`config.mk`:
```
export PLATFORM = sky130hd
export DESIGN_NAME = sram_arbiter
export DESIGN_NICKNAME = d
export VERILOG_FILES = /design/src/rtl/sram_arbiter.sv
export SDC_FILE = /design/constraint.sdc
export NUM_CORES = 1
export LEC_CHECK = 0
export ABC_AREA = 1
export CORE_MARGIN = 10
export CORE_UTILIZATION = 40
export CTS_BUF_LIST = sky130_fd_sc_hd__clkbuf_2
export DETAILED_ROUTE_END_ITERATION = 10
export DONT_BUFFER_PORTS = 1
export SLEW_MARGIN = 20
export SYNTH_ARGS = -nofsm -noshare
export SYNTH_HDL_FRONTEND = slang
export SYNTH_SLANG_ARGS = --single-unit
```
`constraint.sdc`:
```
create_clock -name clk -period 2 [get_ports clk]
set_clock_uncertainty 0.1 [all_clocks]
set_input_delay 0.5 -clock clk [delete_from_list [all_inputs] [get_ports clk]]
set_output_delay 0.5 -clock clk [all_outputs]
set_load 0.01 [all_outputs]
```
`src/rtl/sram_arbiter.sv`:
```
// sram_arbiter: round-robin two-requester front end that sequences fixed-length
// read/write operations into the single-port SRAM controller.
module sram_arbiter #(
  parameter int ADDR_WIDTH = 19,
  parameter int DATA_WIDTH = 16,
  parameter int OP_CYCLES  = 5
) (
  input  logic                  clk,
  input  logic                  rst_n,
  input  logic                  m0_req,
  input  logic                  m0_we,
  input  logic [ADDR_WIDTH-1:0] m0_addr,
  input  logic [DATA_WIDTH-1:0] m0_wdata,
  output logic                  m0_gnt,
  output logic [DATA_WIDTH-1:0] m0_rdata,
  output logic                  m0_rvalid,
  output logic                  m0_done,
  input  logic                  m1_req,
  input  logic                  m1_we,
  input  logic [ADDR_WIDTH-1:0] m1_addr,
  input  logic [DATA_WIDTH-1:0] m1_wdata,
  output logic                  m1_gnt,
  output logic [DATA_WIDTH-1:0] m1_rdata,
  output logic                  m1_rvalid,
  output logic                  m1_done,
  output logic                  sram_write_tick,
  output logic                  sram_read_tick,
  output logic [ADDR_WIDTH-1:0] sram_addr_in,
  output logic [DATA_WIDTH-1:0] sram_data_in,
  input  logic [DATA_WIDTH-1:0] sram_data_out,
  output logic                  busy
);
  localparam int CW = $clog2(OP_CYCLES + 1);
  typedef enum logic [1:0] {S_IDLE, S_ISSUE, S_WAIT, S_DONE} state_t;
  state_t state, state_nx;
  logic [CW-1:0] cnt;
  logic last_owner, owner, we_r, sel, any_req, last_cyc;
  logic [ADDR_WIDTH-1:0] addr_r;
  logic [DATA_WIDTH-1:0] wdata_r;
  // On contention the requester that did not win last time is chosen.
  assign any_req  = m0_req | m1_req;
  assign sel      = (m0_req & m1_req) ? ~last_owner : m1_req;
  assign last_cyc = cnt == CW'(OP_CYCLES - 1);
  always_comb begin
    state_nx = state;
    case (state)
      S_IDLE:  state_nx = any_req ? S_ISSUE : S_IDLE;
      S_ISSUE: state_nx = S_WAIT;
      S_WAIT:  state_nx = last_cyc ? S_DONE : S_WAIT;
      S_DONE:  state_nx = S_IDLE;
      default: state_nx = S_IDLE;
    endcase
  end
  always_ff @(posedge clk or negedge rst_n) begin
    if (!rst_n) begin
      state      <= S_IDLE;
      cnt        <= '0;
      last_owner <= 1'b1;
      owner      <= 1'b0;
      we_r       <= 1'b0;
      addr_r     <= '0;
      wdata_r    <= '0;
      m0_rdata   <= '0;
      m1_rdata   <= '0;
    end else begin
      state <= state_nx;
      if (state == S_IDLE && any_req) begin
        owner      <= sel;
        last_owner <= sel;
        we_r       <= sel ? m1_we : m0_we;
        addr_r     <= sel ? m1_addr : m0_addr;
        wdata_r    <= sel ? m1_wdata : m0_wdata;
      end
      if (state == S_ISSUE) cnt <= CW'(1);
      if (state == S_WAIT) cnt <= cnt + CW'(1);
      if (state == S_WAIT && last_cyc && !we_r && !owner) m0_rdata <= sram_data_out;
      if (state == S_WAIT && last_cyc && !we_r && owner) m1_rdata <= sram_data_out;
    end
  end
  assign m0_gnt          = state == S_ISSUE && !owner;
  assign m1_gnt          = state == S_ISSUE && owner;
  assign sram_write_tick = state == S_ISSUE && we_r;
  assign sram_read_tick  = state == S_ISSUE && !we_r;
  assign m0_done         = state == S_DONE && !owner;
  assign m1_done         = state == S_DONE && owner;
  assign m0_rvalid       = m0_done && !we_r;
  assign m1_rvalid       = m1_done && !we_r;
  assign sram_addr_in    = addr_r;
  assign sram_data_in    = wdata_r;
  assign busy            = state != S_IDLE;
endmodule

```
Word level (Yosys, flattened, before mapping)
Index checks and enable logic that the tools add are counted.

Output and inout port bits: 76. Bits in registers: 75. Input bits: 92.

Add/subtract/negate cells: 1. Equality and inequality tests: 4. Reductions and logical operators: 18. Muxes and demuxes: 9. Bitwise operators: 3.

Operators with widths (number): 2-to-1 mux 19 bit (1); 2-to-1 mux 16 bit (1); logical AND 1 bit (13); one-hot mux 2 bit (4 select lines) (1); 2-to-1 mux 3 bit (2); equality test 2 bit, second input constant (2); 2-to-1 mux 1 bit (4); nonzero test 2 bit (2); adder 3 x 1 -> 3 bit, second input constant (1); equality test 3 bit, second input constant (1); equality test 2 x 1 -> 1 bit, second input constant (1); zero test 1 bit (2); zero test 2 bit (1); bitwise AND 1 bit (1); inverter 1 bit (1); OR 1 bit (1).

Depth between registers and ports, before layout
Depth in word-level cells: 4. Mapped depth: 8. Mapped depth without buffers: 7.

Worst setup path after synthesis
Ideal clock, no wire load.

Path type: register -> output. Start: register owner. End: output port m0_rvalid. Stages on the path, launching flop included: 3. Buffers on the path: 1. Slack: 0.437 ns. Arrival: 0.963 ns. Path through: dfrtp_1 clkbuf_1 nor3_1.

Longest elaborated chain between the ends: 3.

Ends and longest elaborated chain: from (decl) (RTL line 37) `logic last_owner, owner, we_r, sel, any_req, last_cyc;`; from (signal assigned) (RTL line 68) `owner <= sel;`; zero test 1 bit (RTL line 84) `assign m0_done = state == S_DONE && !owner;`; logical AND 1 bit (RTL line 84); logical AND 1 bit (RTL line 86) `assign m0_rvalid = m0_done && !we_r;`; to (decl) (RTL line 16) `output logic m0_rvalid,`.

No other way between the ends.

Worst setup path in the final report
Start: register state[1]. End: output port m0_rvalid.

Longest elaborated chain between the ends: 3.

Ends and longest elaborated chain: from (decl) (RTL line 35) `state_t state, state_nx;`; from (signal assigned) (RTL line 66) `state <= state_nx;`; equality test 2 bit (RTL line 84); logical AND 1 bit (RTL line 84); logical AND 1 bit (RTL line 86).

No other way between the ends.

==> metrics.csv <==
stage;metric;value;unit
drt;drt_wl_total;10600;um
floorplan;io_pins;168;
logic_synthesis;synth_warnings;0;
drt;vias_per_cell;4.99;
clock_network;clkTransAtPathRegs;0.22;ns
setup_path;end_kind;output port;
grt;antenna_found_initial;0;
cells_and_area;layout_common_cells;nand2_1, dfrtp_1, inv_1;
logic_synthesis;synth.area.top_cells;dfrtp_1, nand2_1, nand3b_1;
cells_and_area;final_util;46.4;%
setup_path;crit_start;state[1];
status;outcome;finished, violations left;
power_and_ir_drop;finalPower;6.10;mW
power_and_ir_drop;power_density;1420;nW/um2
clock_network;numCtsBuffers;9;
floorplan;coreArea;9240;um2
grt;grt_max_degree;76;
drt;vias;3068;
logic_synthesis;yosysUniqueCellTypes;22;
place;place_inst;576;
sta;tightest_slew;0.598;ns
drt;wl_per_cell;17.2;um
setup_path;crit_type;reg -> out;
cells_and_area;finalNetCount;580;
place;hpwl;7500;um
logic_synthesis;yosys.area.top_type;dfrtp_1;
clock_network;clk_latency;0.48;ns
sta;slew_headroom;60.1;%
logic_synthesis;netlist_area;3790;um2
setup_path;crit_fanout;2;
logic_synthesis;ys_ff_latch;75;
sta;whs;-0.443;ns
sta;period_share;98.0;%
clock_network;root_buffer;clkbuf_2;
drt;drtIter0Drc;327;
sta;period_needed;1.96;ns
cells_and_area;drive_above_1_share;11.1;%
clock_network;clk_path_buf_depth;2;
floorplan;fp.dieW;117;um
sta;fin_setup_tns;0;ns
grt;first_global_vias;3094;
cells_and_area;syn_to_final_growth;12.9;%
clock_network;htreeDepth;3;
cells_and_area;antenna_cells;0;
place;pre_cts_ws;0.222;ns
logic_synthesis;avgSynthCellArea;8.09;um2
grt;gr-total-overflow;0;
sta;setup_violations;0;
logic_synthesis;synth-seq-area-share;49.5;%
sta;grt_setup_unrepaired;yes;
drt;drtAntennaViolNets;0;
cells_and_area;n_fill_cell;899;
setup_path;worstReg2RegEnd;m1_rdata[9];
floorplan;die_h;117;um
logic_synthesis;synthFlopType;dfrtp_1;
grt;groute.usage.overall;14.6;%
place;place_area;3850;um2
logic_synthesis;synthArstFlopShare;100;%
min_path;hp-class;in -> async;
floorplan;die_area;13800;um2
clock_network;cts_tree;built;
logic_synthesis;synth-edff-count;0;
sta;worst_slack;0.0404;ns
place;portBuffers;0;
place;gp_congestion;0.793;
floorplan;initial_utilization;41.1;%
logic_synthesis;synthesis.instances;469;
cells_and_area;final_cells;615;
grt;grt_pass1_wl;16800;um
power_and_ir_drop;vdd_ir_drop_max;0.596;mV
logic_synthesis;mappedNetlistNets;568;
sta;fmax;0.510;GHz
power_and_ir_drop;leakage;2.15;nW
job;drv_cap;0;
setup_path;r2r_cells;8;
logic_synthesis;synth_top_cell_area_share;48.8;%
sta;finalMaxSlewViolations;0;
clock_network;numClockSinks;75;
cells_and_area;postLayoutCellArea;4280;um2
setup_path;cp.arrival;1.36;ns
drt;drc;0;
setup_path;reg2reg_slack;0.17;ns
status;violations;hold timing;
drt;drtPass1Iterations;4;
floorplan;rows;35;
setup_path;cp.required;1.40;ns
setup_path;crit_path_start_kind;register;
setup_path;reg2reg_from;state[1];
sta;hold_viol_final;75;
cells_and_area;final_common_cell;nand2_1;
==> layout make-up <==
type	count	area [um2]	area share, %
repair buffers	30	285	6.66
clock inverters	7	68.8	1.61
flip-flops and latches	75	1880	43.9
well taps	129	161	3.77
inverters	51	199	4.65
clock buffers	9	45.0	1.05
multi-input cells	314	1640	38.3
==> flip-flops by register name (all words and copies together) (netlist names) <==
| register | cells |
|---|---|
| m0_rdata | 16 |
| last_owner | 1 |
| owner | 1 |
| sram_addr_in | 19 |
| state | 2 |
| cnt | 3 |
| m1_rdata | 16 |
| sram_data_in | 16 |
| we_r | 1 |
==> timing repair <==
item	in CTS	in global routing
endpoints found under the hold margin	95	85
hold buffers	13	8
pin swaps	3	3
endpoints found under the setup margin	8	10
buffers inserted	2	0
resized for setup	28	5
==> cells in the mapped netlist, types with 2 or more instances <==
cell and instances:
buf_1 4, buf_2 18, buf_4 4, buf_6 2, dfrtp_1 74, ha_1 7, inv_1 48, inv_2 3
nand2_1 183, nand3_1 38, nand3_4 2, nand3b_1 36, nand4_1 32, nor2_1 8, o21ai_0 3
==> cell families (layout without fill, tap and decap cells) <==
group | after synthesis | after routing | synth area share, %
xor+xnor | 1 | 1 | 0.231
buf+inv | 80 | 97 | 9.30
fa+ha+maj | 7 | 7 | 2.31
simple gates | 302 | 302 | 38.1
flops | 75 | 75 | 49.5
compound gates | 4 | 4 | 0.594
==> routing by layer <==
metal	share of wire (%)	wire length, um	GRT usage, %	vias up
li1	-	-	-	1520
met5	0	0	0	-
met3	11	1180	7.63	2
met2	48	5020	23.6	123
met4	0.34	36	3.05	0
met1	41	4320	16.9	1423
==> power breakdown <==
part	total (mW)	internal, mW	switching, mW
registers	3.26	2.26	1.00
clock network	0.815	0.284	0.531
logic	2.02	0.726	1.30
==> critical path: stages (launching register included) <==
cell     delay, ns
dfrtp_1       0.42
buf_6         0.11
ha_4          0.15
inv_4         0.05
nor3_4        0.15
==> how the worst max path moves through the flow <==
stage / to / slack (ns) / depth (start not counted)
after CTS: m0_gnt / -0.06 / 3
after floorplan: m0_rvalid / 0.44 / 2
after detailed placement: m0_rdata[10] / 0.22 / 7
after global placement: m0_rdata[5] / 0.29 / 7
after global routing: m0_rvalid / -0.11 / 4
final: m0_rvalid / 0.04 / 4
No activity file was read; power rests on OpenSTA's default activity.
